<file path="config.mk">
export PLATFORM = sky130hd
export DESIGN_NAME = red_pitaya_lock_supervisor
export DESIGN_NICKNAME = d
export VERILOG_FILES = /design/src/rtl/red_pitaya_lock_supervisor.sv
export SDC_FILE = /design/constraint.sdc
export NUM_CORES = 1
export LEC_CHECK = 0
export BUFFER_PORTS_ARGS = -buffer_cell sky130_fd_sc_hd__buf_2
export CORE_MARGIN = 5
export CORE_UTILIZATION = 55
export DETAILED_ROUTE_END_ITERATION = 6
export PLACE_DENSITY = 0.91
export REMOVE_ABC_BUFFERS = 1
export SYNTH_ARGS = -nofsm -noshare
export SYNTH_HDL_FRONTEND = slang
export SYNTH_SLANG_ARGS = --single-unit
export TNS_END_PERCENT = 5
</file>
<file path="constraint.sdc">
create_clock -name clk_i -period 5.3 [get_ports clk_i]
set_input_delay 0 -clock clk_i [delete_from_list [all_inputs] [get_ports clk_i]]
set_output_delay 0 -clock clk_i [all_outputs]
set_load 0.1 [all_outputs]
</file>
<file path="src/rtl/red_pitaya_lock_supervisor.sv">
// Lock acquisition/supervision FSM beside one PID: triangle sweep, seed
// integrators on threshold crossing, hold on dropouts, re-sweep on loss.
//
// Ports:
//   clk_i, rstn_i            clock, async active-low reset
//   enable_i                 supervisor enable (0 forces IDLE)
//   pid_dat_i, mon_dat_i     PID output and lock-monitor samples
//   set_*                    threshold, delays, rails, sweep range/step
//   railed_o, hold_o,        PID control: rail flags, integrator hold,
//   int_rst_o,               integrator reset,
//   int_ctr_rst_o/_val_o     integrator preload strobe and value
//   sweep_o, sweep_en_o      sweep value and actuator mux select
//   locked_o, state_o        lock flag, FSM state
//   relock_cnt_o             saturating count of LOCKED->SWEEP events
module red_pitaya_lock_supervisor #(
   parameter int CNT_BITS    = 24,
   parameter int RELOCK_BITS = 16
)(
   input  logic                          clk_i,
   input  logic                          rstn_i,
   input  logic                          enable_i,
   input  logic signed [13:0]            pid_dat_i,
   input  logic signed [13:0]            mon_dat_i,
   input  logic signed [13:0]            set_lock_thr_i,
   input  logic        [CNT_BITS-1:0]    set_lock_dly_i,
   input  logic        [CNT_BITS-1:0]    set_unlock_dly_i,
   input  logic signed [13:0]            set_rail_lo_i,
   input  logic signed [13:0]            set_rail_hi_i,
   input  logic signed [13:0]            set_sweep_min_i,
   input  logic signed [13:0]            set_sweep_max_i,
   input  logic        [12:0]            set_sweep_step_i,
   output logic        [1:0]             railed_o,
   output logic                          hold_o,
   output logic                          int_rst_o,
   output logic                          int_ctr_rst_o,
   output logic signed [13:0]            int_ctr_val_o,
   output logic signed [13:0]            sweep_o,
   output logic                          sweep_en_o,
   output logic                          locked_o,
   output logic        [1:0]             state_o,
   output logic        [RELOCK_BITS-1:0] relock_cnt_o
);

   typedef enum logic [1:0] {
      S_IDLE  = 2'd0,
      S_SWEEP = 2'd1,
      S_ACQ   = 2'd2,
      S_LOCK  = 2'd3
   } state_t;

   state_t               state;
   logic                 up;
   logic [CNT_BITS-1:0]  cnt;
   logic                 in_lock;
   logic signed [14:0]   ext_sw;
   logic signed [14:0]   ext_min;
   logic signed [14:0]   ext_max;
   logic signed [14:0]   n_up;
   logic signed [14:0]   n_dn;
   logic signed [13:0]   sweep_nxt;
   logic                 up_nxt;

   assign in_lock = (mon_dat_i >= set_lock_thr_i);
   assign state_o = state;

   // Next sweep point in 15 bits so the step can never wrap.
   // Reaching a limit reverses direction, so each turning point
   // is emitted exactly once.
   always_comb begin
      ext_sw    = {sweep_o[13], sweep_o};
      ext_min   = {set_sweep_min_i[13], set_sweep_min_i};
      ext_max   = {set_sweep_max_i[13], set_sweep_max_i};
      n_up      = ext_sw + $signed({2'b00, set_sweep_step_i});
      n_dn      = ext_sw - $signed({2'b00, set_sweep_step_i});
      sweep_nxt = sweep_o;
      up_nxt    = up;
      if (ext_min > ext_max) begin
         sweep_nxt = set_sweep_min_i;
      end else if (up) begin
         if (n_up >= ext_max) begin
            sweep_nxt = set_sweep_max_i;
            up_nxt    = 1'b0;
         end else begin
            sweep_nxt = n_up[13:0];
         end
      end else begin
         if (n_dn <= ext_min) begin
            sweep_nxt = set_sweep_min_i;
            up_nxt    = 1'b1;
         end else begin
            sweep_nxt = n_dn[13:0];
         end
      end
   end

   always_ff @(posedge clk_i or negedge rstn_i) begin
      if (!rstn_i) begin
         state         <= S_IDLE;
         up            <= 1'b1;
         cnt           <= '0;
         railed_o      <= 2'b00;
         hold_o        <= 1'b0;
         int_rst_o     <= 1'b1;
         int_ctr_rst_o <= 1'b0;
         int_ctr_val_o <= '0;
         sweep_o       <= '0;
         sweep_en_o    <= 1'b0;
         locked_o      <= 1'b0;
         relock_cnt_o  <= '0;
      end else begin
         railed_o      <= {pid_dat_i >= set_rail_hi_i,
                           pid_dat_i <= set_rail_lo_i};
         int_ctr_rst_o <= 1'b0;
         if (!enable_i) begin
            state      <= S_IDLE;
            cnt        <= '0;
            int_rst_o  <= 1'b1;
            sweep_en_o <= 1'b0;
            hold_o     <= 1'b0;
            locked_o   <= 1'b0;
         end else begin
            unique case (state)
               S_IDLE: begin
                  state      <= S_SWEEP;
                  cnt        <= '0;
                  sweep_o    <= set_sweep_min_i;
                  up         <= 1'b1;
                  sweep_en_o <= 1'b1;
                  int_rst_o  <= 1'b1;
               end
               S_SWEEP: begin
                  if (in_lock) begin
                     // seed integrator with the point that crossed
                     state         <= S_ACQ;
                     cnt           <= '0;
                     int_ctr_val_o <= sweep_o;
                     int_ctr_rst_o <= 1'b1;
                     sweep_en_o    <= 1'b0;
                     int_rst_o     <= 1'b0;
                  end else begin
                     sweep_o <= sweep_nxt;
                     up      <= up_nxt;
                  end
               end
               S_ACQ: begin
                  if (!in_lock) begin
                     state      <= S_SWEEP;
                     cnt        <= '0;
                     sweep_en_o <= 1'b1;
                     int_rst_o  <= 1'b1;
                  end else if (cnt >= set_lock_dly_i) begin
                     state    <= S_LOCK;
                     cnt      <= '0;
                     locked_o <= 1'b1;
                  end else begin
                     cnt <= cnt + 1'b1;
                  end
               end
               S_LOCK: begin
                  if (in_lock) begin
                     cnt    <= '0;
                     hold_o <= 1'b0;
                  end else if (cnt >= set_unlock_dly_i) begin
                     state      <= S_SWEEP;
                     cnt        <= '0;
                     up         <= 1'b1;
                     locked_o   <= 1'b0;
                     hold_o     <= 1'b0;
                     sweep_en_o <= 1'b1;
                     int_rst_o  <= 1'b1;
                     if (relock_cnt_o != '1)
                        relock_cnt_o <= relock_cnt_o + 1'b1;
                  end else begin
                     // short dropout: freeze integrators
                     cnt    <= cnt + 1'b1;
                     hold_o <= 1'b1;
                  end
               end
               default: state <= S_IDLE;
            endcase
         end
      end
   end

endmodule
</file>
==> Word level (Yosys, flattened, before mapping) <==
Index checks and enable logic that the tools add are counted.
{ "op_classes": {"add_sub_neg": 4, "order_cmp": 8, "eq_ne": 17, "muxes": 46, "bitwise": 1, "n_reduce_logical": 10} }
{ "ops": {"columns": ["operator", "count"], "rows": [
  ["2-to-1 mux 24 bit", 6],
  ["case mux 24 bit (4 select lines)", 1],
  ["2-to-1 mux 14 bit", 5],
  [">= comparator 24 bit", 2],
  [">= comparator 14 bit", 2],
  ["case mux 14 bit (2 select lines)", 1],
  ["adder 24 x 1 -> 24 bit (second input constant)", 1],
  ["2-to-1 mux 1 bit", 23],
  ["!= test 3 bit (second input constant)", 6],
  ["adder 16 x 1 -> 16 bit (second input constant)", 1],
  ["!= test 16 bit (second input constant)", 1],
  ["adder 14 x 14 -> 15 bit", 1],
  [">= comparator 15 x 14 -> 1 bit", 1],
  ["less-or-equal comparator 15 x 14 -> 1 bit", 1],
  ["subtractor 14 x 14 -> 15 bit", 1],
  ["greater-than comparator 14 bit", 1],
  ["less-or-equal comparator 14 bit", 1],
  ["2-to-1 mux 2 bit", 6],
  ["AND reduction 5 bit", 2],
  ["!= test 2 bit (second input constant)", 4],
  ["case mux 2 bit (4 select lines)", 1],
  ["AND reduction 4 bit", 2],
  ["AND reduction 3 bit", 2],
  ["AND reduction 6 bit", 1],
  ["other kinds (12)", 13]
]} }
{ "word_totals": {"register_bits": 78, "in_bits": 162, "elab_cells": 98} }

==> Longest topological paths before layout <==
{ "depth": {"ltp_word": 7, "ltp_mapped": 20, "mapped_depth_nobuf": 20} }

==> Worst setup path after synthesis <==
Ideal clock, no wire load.
{ "synth_path": {"kind": "reg2reg", "start": "register sweep_o[2]", "end": "register sweep_o[0]", "arrival_time_ns": 4.622, "t_required_ns": 5.165, "slack_ns": 0.543, "path_stages_with_launch": 18, "cell_sequence": "dfrtp_1 ha_1 clkbuf_1 nor2b_1 o31ai_1 a21oi_1 a41oi_1 a21oi_1 xnor2_1 ha_1 a21o_1 a2111oi_0 nand2_1 o31ai_1 a21boi_0 clkbuf_1 o221ai_1 o21ai_0"} }
{ "synth_between": {"elab_chain_len": 7} }
{ "synth_lines": {"columns": ["item", "line_no", "rtl"], "rows": [
  ["start: declaration", "37", "output logic signed [13:0] sweep_o,"],
  ["start signal: assignment", "126", "sweep_o <= set_sweep_min_i;"],
  ["start signal: assignment", "141", "sweep_o <= sweep_nxt;"],
  ["subtractor 14 x 14 -> 15 bit or adder 14 x 14 -> 15 bit (tied branches)", "74, 73", null],
  ["less-or-equal comparator 15 x 14 -> 1 bit or >= comparator 15 x 14 -> 1 bit (tied branches)", "87, 80", null],
  ["2-to-1 mux 14 bit, on equally long branches", "87, 80", null],
  ["2-to-1 mux 14 bit (*)", "79", "end else if (up) begin"],
  ["2-to-1 mux 14 bit (*)", "77", "if (ext_min > ext_max) begin"],
  ["2-to-1 mux 14 bit (*)", "132", "if (in_lock) begin"],
  ["case mux 14 bit (2 select lines) (*)", "122", "unique case (state)"]
]} }
Mark *: on every way between the ends. The rest lies on a longest branch, timed or not. The select of a mux whose other input is x is not followed.
A chain may end at the register's enable or synchronous reset.

==> Worst setup path after layout <==
{ "layout_path": {"start": "register sweep_o[0]", "end": "register sweep_o[10]"} }
The elaborated chain is that of the path after synthesis.

==> results.py <==
metrics = {
    "cells_and_area": {
        "antenna_cells": 0,
        "synthToLayoutAreaGrowth_pct": 18.8,
        "post-route-cell-area_um2": 10100,
        "drive_above_1_share_pct": 21.7,
        "final_util_pct": 66.4,
        "nFillCells": 1246,
        "fin_nets": 1567,
        "layout.cells.non_filler": 1430,
    },
    "global_routing": {
        "antenna_found_initial": 0,
        "grt_first_pass_wirelength_mm": 38.9,
        "grt_overflow": 0,
        "grt_usage_pct": 26.1,
        "grt_max_degree": 79,
        "first_global_vias": 8467,
    },
    "place": {
        "io_buffers": 214,
        "place_inst": 1411,
        "dp_hpwl_mm": 19.1,
        "placed_cell_area_um2": 9730,
        "dp_slack_ns": 0.559,
        "gp_congestion": 0.930,
    },
    "pwr": {
        "p_sw_mw": 2.57,
        "switching_share_pct": 54.5,
        "seqPwrFrac_pct": 18.2,
        "leakage_nw": 5.65,
        "p_per_area_nw_per_um2": 466,
        "p_int_mw": 2.14,
        "combPwrFrac_pct": 67.1,
        "clkPwrFrac_pct": 14.8,
        "ir_drop_v": 0.000396,
    },
    "floorplan": {
        "die_area_um2": 18000,
        "io_pins": 215,
        "coreArea_um2": 15200,
        "dieHeight_um": 134,
        "row_count": 45,
        "die_w_um": 134,
        "initial_utilization_pct": 55.9,
    },
    "timing": {
        "timing.final.ws_setup_ns": 0.420,
        "tightest_slew_ns": 1.06,
        "slew_violations": 0,
        "tns_ns": 0,
        "fin_skew_ns": 0.00514,
        "finalCritPeriodShare_pct": 92.1,
        "slew_headroom_pct": 29.6,
        "rsz0062_at_grt": "false",
        "finalHoldViolations": 0,
        "setup_viol": 0,
        "max_freq_mhz": 205,
        "min_period_ns": 4.88,
    },
    "drt": {
        "detail_route.vias_per_cell": 5.88,
        "routed-via-count": 8408,
        "drc": 15,
        "first_iter_violations": 720,
        "drt-wirelength-per-cell_um": 16.6,
        "firstDrtPassIters": 7,
        "totalWireLength_mm": 23.8,
        "ant_nets": 0,
    },
    "clock_tree": {
        "cts.sinks": 78,
        "cts_made_buffers": 9,
        "clk_pin_slew_ns": 0.06,
        "cts_root_buf": "clkbuf_16",
        "clock_latency_ns": 0.35,
        "cts_setup_buffers": 0,
        "cts_max_level": 3,
        "cts_tree": "yes",
        "clockBufferDepth": 2,
    },
    "job": {
        "cap_violations": 0,
    },
    "synth": {
        "synth_edf_count": 0,
        "netlist_instances": 1032,
        "synthFlopType": "dfrtp_1",
        "synthArstFlopShare_pct": 100,
        "yosysSeqAreaShare_pct": 23.0,
        "syn_area_um2": 8500,
        "syn_area_per_cell_um2": 8.23,
        "ys_seq_elements": 78,
        "ys_types": 62,
        "yosysWarnings": 0,
    },
    "setup_path": {
        "crit_arrival_ns": 5.13,
        "max_stage_delay_ns": 0.52,
        "worstPathCellList": "inv_1 -> ha_1 -> fa_1 -> nor2b_1 -> o31ai_1 -> a21oi_1 -> a41oi_1 -> a21oi_1 -> xnor2_1 -> ha_1 -> a21o_1 -> a2111oi_0 -> nand2_1 -> o31ai_1 -> nor2_1 -> nand2_1 -> o22ai_1 -> o31ai_1",
        "slowest_stage": "a2111oi_0",
        "crit_path_start_kind": "flop",
        "cp_max_fo": 8,
        "worstSetupPathType": "flop to flop",
        "cp.required_ns": 5.55,
        "path_common_cell": "o31ai_1",
        "endpoint_kind": "flop",
    },
    "outcome": {
        "failed_checks": "DRC",
        "status": "finished, violations left",
    },
    "hold_path": {
        "hold_class": "input port to flop",
    },
}
## synthesized netlist by cell type (3+ instances only)
library cell | number | area share, %
a211o_1 | 5 | 0.52
a211oi_1 | 21 | 1.9
a21boi_0 | 3 | 0.27
a21o_1 | 28 | 2.5
a21oi_1 | 65 | 3.8
a221oi_1 | 4 | 0.41
a22o_1 | 3 | 0.31
a2bb2oi_1 | 3 | 0.31
a41oi_1 | 4 | 0.41
and3_1 | 12 | 0.88
clkbuf_1 | 24 | 1.1
dfrtp_1 | 76 | 22
ha_1 | 166 | 24
inv_1 | 154 | 6.8
mux2_2 | 21 | 2.8
mux2i_1 | 10 | 1.2
nand2_1 | 67 | 3.0
nand2b_1 | 15 | 1.1
nand3_1 | 27 | 1.6
nand4_1 | 25 | 1.8
nor2_1 | 70 | 3.1
nor2b_1 | 16 | 1.2
nor3_1 | 9 | 0.53
nor4_1 | 14 | 1.0
o211ai_1 | 6 | 0.53
o21a_1 | 5 | 0.44
o21ai_0 | 55 | 3.2
o21ai_1 | 3 | 0.18
o21bai_1 | 4 | 0.35
o22ai_1 | 10 | 0.74
o31ai_1 | 16 | 1.4
o41ai_1 | 4 | 0.41
or2_2 | 5 | 0.37
or3_1 | 5 | 0.37
xnor2_1 | 23 | 2.4
xor2_1 | 18 | 1.9
## critical path: cells and delay by family, from the launching register on
family | cells | cell delay [ns]
buffers and inverters | 1 | 0.07
xor gates and xnor gates | 1 | 0.18
AOI/OAI and AO/OA | 9 | 2.37
DFF | 1 | 0.42
and+or+nand+nor | 4 | 0.86
adders and majority gates | 3 | 0.90
## routing by layer
layer | up-vias | track usage (%) | wire length, µm
met5 | - | 0 | 0
met4 | 0 | 9.50 | 607
met3 | 60 | 4.84 | 1890
met2 | 363 | 45.3 | 11500
met1 | 3913 | 32.4 | 9760
li1 | 4072 | - | -
## kinds of logic after synthesis
| logic type | Yosys count | synth area share [%] |
|---|---|---|
| multiplexers | 31 | 3.96 |
| AND/OR/NAND/NOR | 274 | 15.8 |
| adder cells (fa/ha/maj) | 168 | 24.9 |
| AO/OA/AOI/OAI | 258 | 19.9 |
| XOR/XNOR | 41 | 4.23 |
| flip-flops | 78 | 23.0 |
| buffers and inverters | 182 | 8.14 |
## final cells by class
cell class              instances  area, µm²  area share (%)
repair buffers                222       1140            11.3
multi-input cells             772       5860            58.0
clock inverters                 5       82.6           0.818
inverters                     154        578            5.73
well taps                     188        235            2.33
flip-flops and latches         78       1950            19.4
clock buffers                  11        243            2.41
## worst paths after layout
path / start / endpoint / slack [ns] / cells after the start
worst max register to register: sweep_o[0] / sweep_o[10] / 0.42 / 18
min in group asynchronous: rstn_i / int_ctr_val_o[1] / 0.39 / 2
worst min register to register: relock_cnt_o[10] / relock_cnt_o[10] / 0.48 / 1
worst min-delay path: set_sweep_min_i[1] / sweep_o[1] / 0.02 / 3
worst max-delay path: sweep_o[0] / sweep_o[10] / 0.42 / 18
max in group asynchronous: rstn_i / relock_cnt_o[8] / 4.22 / 2
## stage by stage
stage	hold slack, ns	power [mW]
floorplan	-0.296	3.26
global placement	0.243	3.90
detailed placement	0.255	3.97
CTS	0.00739	4.68
global route	0.0262	4.99
finish	0.0200	4.71
## cells in the final DEF (no fill, tap or decap), types with 3 or more instances in the layout
master and instances:
or3_1 5, a211oi_1 21, a21boi_0 3, buf_2 213, a22o_1 3, nor2b_1 16, nor4_1 14, dfrtp_1 76
o21ai_1 3, dlygate4sd3_1 3, a211o_1 5, nor2_1 69, o21bai_1 4, xnor2_1 23, o21ai_0 55, nand3_1 27
o21a_1 5, nand2_1 67, a2bb2oi_1 3, a41oi_1 4, mux2i_1 10, inv_1 154, o211ai_1 6, xor2_1 18
o31ai_1 16, clkbuf_16 9, nand2b_1 15, ha_1 166, or2_2 5, a221oi_1 4, o22ai_1 10, buf_4 6
mux2_2 21, nand4_1 25, and3_1 12, o41ai_1 4, a21oi_1 64, nor3_1 9, a21o_1 28
## state kept, by name, indices dropped and copies added (netlist names), 2 cells and up
name           cells
state_o            2
cnt               24
relock_cnt_o      16
railed_o           2
sweep_o           14
int_ctr_val_o     14
## power by group through the flow
stage	Clock, mW	Sequential, mW	Combinational, mW
finish	0.694	0.854	3.16
global route	0.724	0.871	3.40
CTS	0.702	0.852	3.13
detailed placement	0	0.862	3.11
global placement	0	0.852	3.04
floorplan	0	1.68	1.57
## repair_timing
action                                 in CTS  in global routing
resized for setup                           0                  0
hold buffers                                3                  0
endpoints found under the hold margin      78                  0
No activity file was read; power rests on OpenSTA's default activity.
